**config.mk**
```make
export PLATFORM = sky130hd
export DESIGN_NAME = mem_copy_engine
export DESIGN_NICKNAME = d
export VERILOG_FILES = /design/src/rtl/mem_pkg.sv /design/src/rtl/copy_buf.sv /design/src/rtl/mem_copy_engine.sv
export SDC_FILE = /design/constraint.sdc
export NUM_CORES = 1
export LEC_CHECK = 0
export ABC_AREA = 1
export CELL_PAD_IN_SITES_DETAIL_PLACEMENT = 2
export CELL_PAD_IN_SITES_GLOBAL_PLACEMENT = 2
export CORE_UTILIZATION = 35
export CTS_CLUSTER_DIAMETER = 100
export DETAILED_ROUTE_END_ITERATION = 6
export PLACE_DENSITY_LB_ADDON = 0.08
export SKIP_LAST_GASP = 1
export SYNTH_ARGS = -nofsm -noshare
export SYNTH_HDL_FRONTEND = slang
export SYNTH_SLANG_ARGS = --single-unit
```
**constraint.sdc**
```tcl
create_clock -name clk -period 3.2 [get_ports clk]
set_input_delay 0.64 -clock clk [delete_from_list [all_inputs] [get_ports clk]]
set_output_delay 0.64 -clock clk [all_outputs]
set_load 0.02 [all_outputs]
```
**src/rtl/mem_pkg.sv**
```systemverilog
// Shared types and constants for the data-memory copy engine.
package mem_pkg;

  typedef enum logic [2:0] {
    ST_IDLE,
    ST_RD,
    ST_DRAIN,
    ST_WR,
    ST_DONE
  } copy_state_t;

  localparam logic MODE_READ  = 1'b1;
  localparam logic MODE_WRITE = 1'b0;

  localparam int MEM_ADDR_W = 5;
  localparam int MEM_WORDS  = 32;

endpackage

```
**src/rtl/copy_buf.sv**
```systemverilog
// Staging buffer: synchronous write from the read-capture pipe, combinational read for the write phase.
module copy_buf
  import mem_pkg::*;
#(
  parameter int DEPTH = MEM_WORDS,
  parameter int IDX_W = 5
) (
  input  logic             clk,
  input  logic             we,
  input  logic [IDX_W-1:0] waddr,
  input  logic [31:0]      wdata,
  input  logic [IDX_W-1:0] raddr,
  output logic [31:0]      rdata
);

  logic [31:0] buf_q [DEPTH];

  always_ff @(posedge clk) begin
    if (we) begin
      buf_q[waddr] <= wdata;
    end
  end

  assign rdata = buf_q[raddr];

endmodule

```
**src/rtl/mem_copy_engine.sv**
```systemverilog
// Memory-port bus master: reads len words from src into a local buffer, then writes them to dst.
module mem_copy_engine
  import mem_pkg::*;
#(
  parameter int ADDR_W   = MEM_ADDR_W,
  parameter int DEPTH    = MEM_WORDS,
  parameter int READ_LAT = 2
) (
  input  logic              clk,
  input  logic              rst,
  input  logic              start,
  input  logic [ADDR_W-1:0] src,
  input  logic [ADDR_W-1:0] dst,
  input  logic [5:0]        len,
  output logic              busy,
  output logic              done,
  output logic              err,
  output logic              m_mode,
  output logic              m_w_en,
  output logic [31:0]       m_addr,
  output logic [31:0]       m_wdata,
  input  logic [31:0]       m_rdata
);

  localparam int         IDX_W   = (DEPTH > 1) ? $clog2(DEPTH) : 1;
  localparam logic [6:0] MAX_LEN = 7'(DEPTH);

  copy_state_t       state_q, state_d;
  logic [ADDR_W-1:0] src_q, src_d, dst_q, dst_d;
  logic [ADDR_W-1:0] addr;
  logic [5:0]        len_q, len_d, cnt_q, cnt_d;
  logic              err_q, err_d;
  logic              issue;
  logic              last;
  logic [IDX_W-1:0]  cnt_idx;
  logic [IDX_W-1:0]  last_idx;
  logic [31:0]       buf_rdata;

  logic [READ_LAT-1:0] pvld_q, pvld_d;
  logic [IDX_W-1:0]    pidx_q [READ_LAT];
  logic [IDX_W-1:0]    pidx_d [READ_LAT];

  assign last     = (cnt_q == len_q - 6'd1);
  assign cnt_idx  = IDX_W'(cnt_q);
  assign last_idx = IDX_W'(len_q - 6'd1);
  assign err      = err_q;

  always_comb begin
    state_d = state_q;
    src_d   = src_q;
    dst_d   = dst_q;
    len_d   = len_q;
    cnt_d   = cnt_q;
    err_d   = 1'b0;
    issue   = 1'b0;
    addr    = '0;
    busy    = 1'b1;
    done    = 1'b0;
    m_mode  = MODE_READ;
    m_w_en  = 1'b0;
    m_wdata = '0;
    unique case (state_q)
      ST_IDLE: begin
        busy  = 1'b0;
        cnt_d = '0;
        if (start) begin
          src_d = src;
          dst_d = dst;
          len_d = len;
          if ({1'b0, len} > MAX_LEN) begin
            err_d = 1'b1;
          end else if (len == 6'd0) begin
            state_d = ST_DONE;
          end else begin
            state_d = ST_RD;
          end
        end
      end
      ST_RD: begin
        issue = 1'b1;
        addr  = src_q + ADDR_W'(cnt_q);
        if (last) begin
          cnt_d   = '0;
          state_d = ST_DRAIN;
        end else begin
          cnt_d = cnt_q + 6'd1;
        end
      end
      ST_DRAIN: begin
        // Leave only once the final read's capture lands in the buffer this cycle.
        if (pvld_q[READ_LAT-1] && (pidx_q[READ_LAT-1] == last_idx)) begin
          state_d = ST_WR;
        end
      end
      ST_WR: begin
        m_mode  = MODE_WRITE;
        m_w_en  = 1'b1;
        addr    = dst_q + ADDR_W'(cnt_q);
        m_wdata = buf_rdata;
        if (last) begin
          cnt_d   = '0;
          state_d = ST_DONE;
        end else begin
          cnt_d = cnt_q + 6'd1;
        end
      end
      ST_DONE: begin
        done    = 1'b1;
        state_d = ST_IDLE;
      end
      default: state_d = ST_IDLE;
    endcase
    m_addr = {{(32 - ADDR_W){1'b0}}, addr};
  end

  always_comb begin
    pvld_d    = '0;
    pidx_d    = '{default: '0};
    pvld_d[0] = issue;
    pidx_d[0] = cnt_idx;
    for (int unsigned i = 1; i < READ_LAT; i++) begin
      pvld_d[i] = pvld_q[i-1];
      pidx_d[i] = pidx_q[i-1];
    end
  end

  always_ff @(posedge clk) begin
    if (rst) begin
      state_q <= ST_IDLE;
      src_q   <= '0;
      dst_q   <= '0;
      len_q   <= '0;
      cnt_q   <= '0;
      err_q   <= 1'b0;
      pvld_q  <= '0;
      pidx_q  <= '{default: '0};
    end else begin
      state_q <= state_d;
      src_q   <= src_d;
      dst_q   <= dst_d;
      len_q   <= len_d;
      cnt_q   <= cnt_d;
      err_q   <= err_d;
      pvld_q  <= pvld_d;
      pidx_q  <= pidx_d;
    end
  end

  copy_buf #(
    .DEPTH(DEPTH),
    .IDX_W(IDX_W)
  ) u_buf (
    .clk  (clk),
    .we   (pvld_q[READ_LAT-1]),
    .waddr(pidx_q[READ_LAT-1]),
    .wdata(m_rdata),
    .raddr(cnt_idx),
    .rdata(buf_rdata)
  );

endmodule

```
==> results by group <==
Global route
  – Vias in the first global route: 32100
  – Initial antenna violation count: 6
  – First-pass GRT wire length: roughly 230000 um
  – All-layer global routing usage: a little over a quarter
  – Total grt overflow: 0
  – Largest net degree at the start of global routing: 48

Synth
  – Post-synth ARST share: 0%
  – Mean Syn Cell Area: 12.9 um2
  – Yosys reg bits: 1067
  – Top cells by count, synth: 1024 x edfxtp_1, 678 x nor2_1, 480 x o21ai_0, 170 x nand2_1, 158 x o221ai_1
  – Post-Synth Simple-Gate Area: 9.18%
  – Cell taking the most area after synthesis: edfxtp_1
  – Fraction of synthesized area in multiplexers: 0%
  – Seq/Total Area, Yosys: 74.3%
  – Synth Area in Compound Gates: roughly 12%
  – Post-synthesis xor/xnor area fraction: 0.165%
  – Distinct cells, synth: 35
  – Syn Inst Count: about 3300
  – Top cells by area, synth: edfxtp_1 72%, nor2_1 6.0%, o21ai_0 5.6%
  – Largest family of logic cells by synthesized area: compound AO/OA/AOI/OAI gates
  – Adder-Cell Fraction of Synth Area: 0.224%
  – Number of synthesized flops with an enable pin: 1024
  – Count leader, synth: edfxtp_1
  – Post-synthesis cell area: 0.0425 mm2
  – Top_reg_cell synth: edfxtp_1
  – YS warnings: 0
  – Share of the synthesized area in the top cell type: 72.3%

Routing
  – Drt first pass iters: 5
  – Drt total wl: 167000 um
  – DRC: 0
  – Via-to-Cell Ratio: 5.62
  – 1st-iter DRT viols: roughly 2300
  – Vias: 30200
  – Antenna viol nets, final: 0
  – WL/cell: between 30 and 40 um

Worst setup path
  – Worst Setup End Kind: output pin
  – Crit path max-delay cell type: dfxtp_4
  – Crit-path max FO: 15
  – Worst R2R Start: len_q[0]
  – CP arrival: 2.86 ns
  – R2r endpoint: cnt_q[2]
  – Critical setup path kind: reg -> out
  – Critical Path Start Type: flip-flop
  – Worst EP required: ~2.6 ns
  – Reg2Reg Depth: 14
  – Crit-path max cell delay: 0.38 ns
  – Reg2reg setup slack: 0.91 ns
  – Worst path cell trace: buf_12 > clkinv_16 > buf_4 > buf_4 > nor2_1 > o221ai_2 > nand3_1 > nand3_1 > nand2_1 > nor2_2 > buf_6 > buf_6

Finish
  – Fill count: 11700
  – Share of cells above drive strength 1: approximately a fifth
  – Fin cells: 5362
  – Post-layout net count: 3711
  – Area grow syn2layout: 27.2%

Min path
  – Worst hold stages: 2
  – Hold Path Class: reg -> reg
  – Min-Delay Endpoint: pidx_q[0]
  – HP Start: pidx_d[0]

Floorplan
  – Total die area: 0.123 mm2
  – Top Ports: 120
  – Row Count: 127
  – Starting Density: 35.4%
  – Die height: 351 um
  – Core area: 0.120 mm2
  – Die width: 351 um

Timing
  – Worst Setup Slack, final: -0.303 ns
  – Max Slew Vio Count: 0
  – Clock period minus worst slack: between 3 and 4 ns
  – Final setup vio count: 33
  – Clock Skews: 0.0285 ns
  – RSZ-0062 raised after global routing: true
  – Setup TNS: -6.35 ns
  – Worst-Margin Slew: 1.08 ns
  – Final period util: 109%
  – Max-slew headroom: between 20% and 30%
  – Max frequency: 0.285 GHz
  – Final Hold Fails: 0

Placement
  – RD Place Congestion: 0.762
  – IO buf count: 92
  – Placed insts: 5009
  – DP Wirelength: 87500 um
  – Placement Setup Slack: -0.0642 ns

Clock tree
  – Clock-pin slew of the registers on the worst-case setup and hold paths: ~0.060 ns
  – Total CTS buffers: 117
  – # H-tree levels: 3
  – Clock tree buffer depth: 3
  – Sinks on Clock Net: 1067
  – Root buf cell: clkbuf_16
  – Skew-Pair Late Insertion Delay: 0.71 ns
  – CTS tree: yes

Power
  – Pwr Density: 734 mW/mm2
  – Static leakage: 18.1 nW
  – Worst vdd ir: 0.492 mV

Status
  – Failing checks: negative setup slack
  – Status: finished with violations

Job
  – Max-Cap Viols: 0
sequential cells by signal, indices dropped and copies added, names as in the netlist, named ones only:
register	cells
u_buf.buf_q	1024
cnt_q	6
len_q	6
dst_q	5
pidx_d	5
pidx_q	5
src_q	5
state_q	3
pvld_q	2
err	1
power by group:
group / internal [mW] / switching (mW) / total (mW)
combinational: 4.77 / 6.18 / 11.0
sequential: 15.4 / 0.0853 / 15.5
clock: 7.51 / 5.72 / 13.2
total: 27.7 / 12.0 / 39.7
cells in the final DEF, fill, tap and decap left out, types with 5 or more instances in the layout:
cell,Yosys,final
nor2_2,0,55
clkbuf_1,99,26
buf_6,13,60
o211ai_1,6,6
nand2_2,1,9
inv_2,2,5
o21ai_0,480,362
clkinvlp_4,0,7
bufinv_16,0,7
edfxtp_1,1024,1024
buf_4,57,207
nand2_1,170,160
clkdlybuf4s50_1,0,56
buf_8,1,13
o22ai_2,0,5
o22ai_1,79,74
clkinv_1,1,26
inv_1,66,60
dfxtp_1,43,37
a21oi_2,0,13
o21ai_1,93,167
clkinv_2,0,22
xor2_1,7,7
clkbuf_16,0,144
buf_16,0,37
nor2_4,0,45
o21ai_2,0,40
buf_12,1,69
conb_1,1,27
o221ai_1,158,143
nand3_1,134,132
nor2_1,678,578
o221ai_2,0,15
a21oi_1,66,52
how the worst max path moves through the flow:
stage | end | slack [ns] | cells past startpoint
global route | m_wdata[9] | -0.41 | 14
floorplan | m_addr[4] | 0.21 | 14
detailed placement | m_addr[4] | -0.06 | 14
global placement | m_addr[4] | -0.09 | 14
CTS | m_wdata[8] | -0.32 | 11
finish | m_wdata[31] | -0.30 | 12
through the flow:
step | hold WS [ns] | power [mW] | area, um2 | util [%]
2_1_floorplan | 0.388 | 20.1 | 42600 | -
3_3_place_gp | 0.391 | 22.7 | 47000 | 39.2
3_5_place_dp | 0.405 | 23.0 | 47000 | 39.2
4_1_cts | 0.424 | 38.3 | 52400 | 43.6
5_1_grt | 0.441 | 41.1 | 54100 | 45.0
6_report | 0.414 | 39.7 | 54100 | 45.0
critical path, delay by kind of cell, from the launching register on:
family	cells	cell delay [ns]
compound gates	1	0.22
buf+inv	6	1.04
simple gates	5	0.50
flops	1	0.38
routing by layer:
layer	part of all wire, %	wire length (um)	GRT usage, %
met1	44	73400	36.1
met2	48	80700	44.7
met3	4.8	7960	3.06
met4	3.0	4940	7.22
met5	0.0042	7	0
logic make-up after synthesis:
logic type / Yosys count
flops: 1067
simple gates: 991
compound gates: 891
buf+inv: 325
xor+xnor: 8
fa+ha+maj: 7
other cells: 1
what timing repair did:
action,CTS,global route
buffers inserted,50,52
pin swaps,59,139
setup endpoints to repair,37,38
gates resized for setup,309,309
hold buffers,0,0
gates cloned,25,25
final cells by class:
type                       count  area, um2  area share, %
multi-input combinational   1924      10300           19.1
timing repair inverter         3       58.8          0.109
clock buffer                 150       3170           5.86
antenna                        1       2.50        0.00463
sequential                  1067      31600           58.5
clock inverter                65        513          0.949
tap                         1612       2020           3.73
inverter                      70        312          0.576
timing repair buffer         470       6070           11.2
Power figures use the tool's default switching activity.
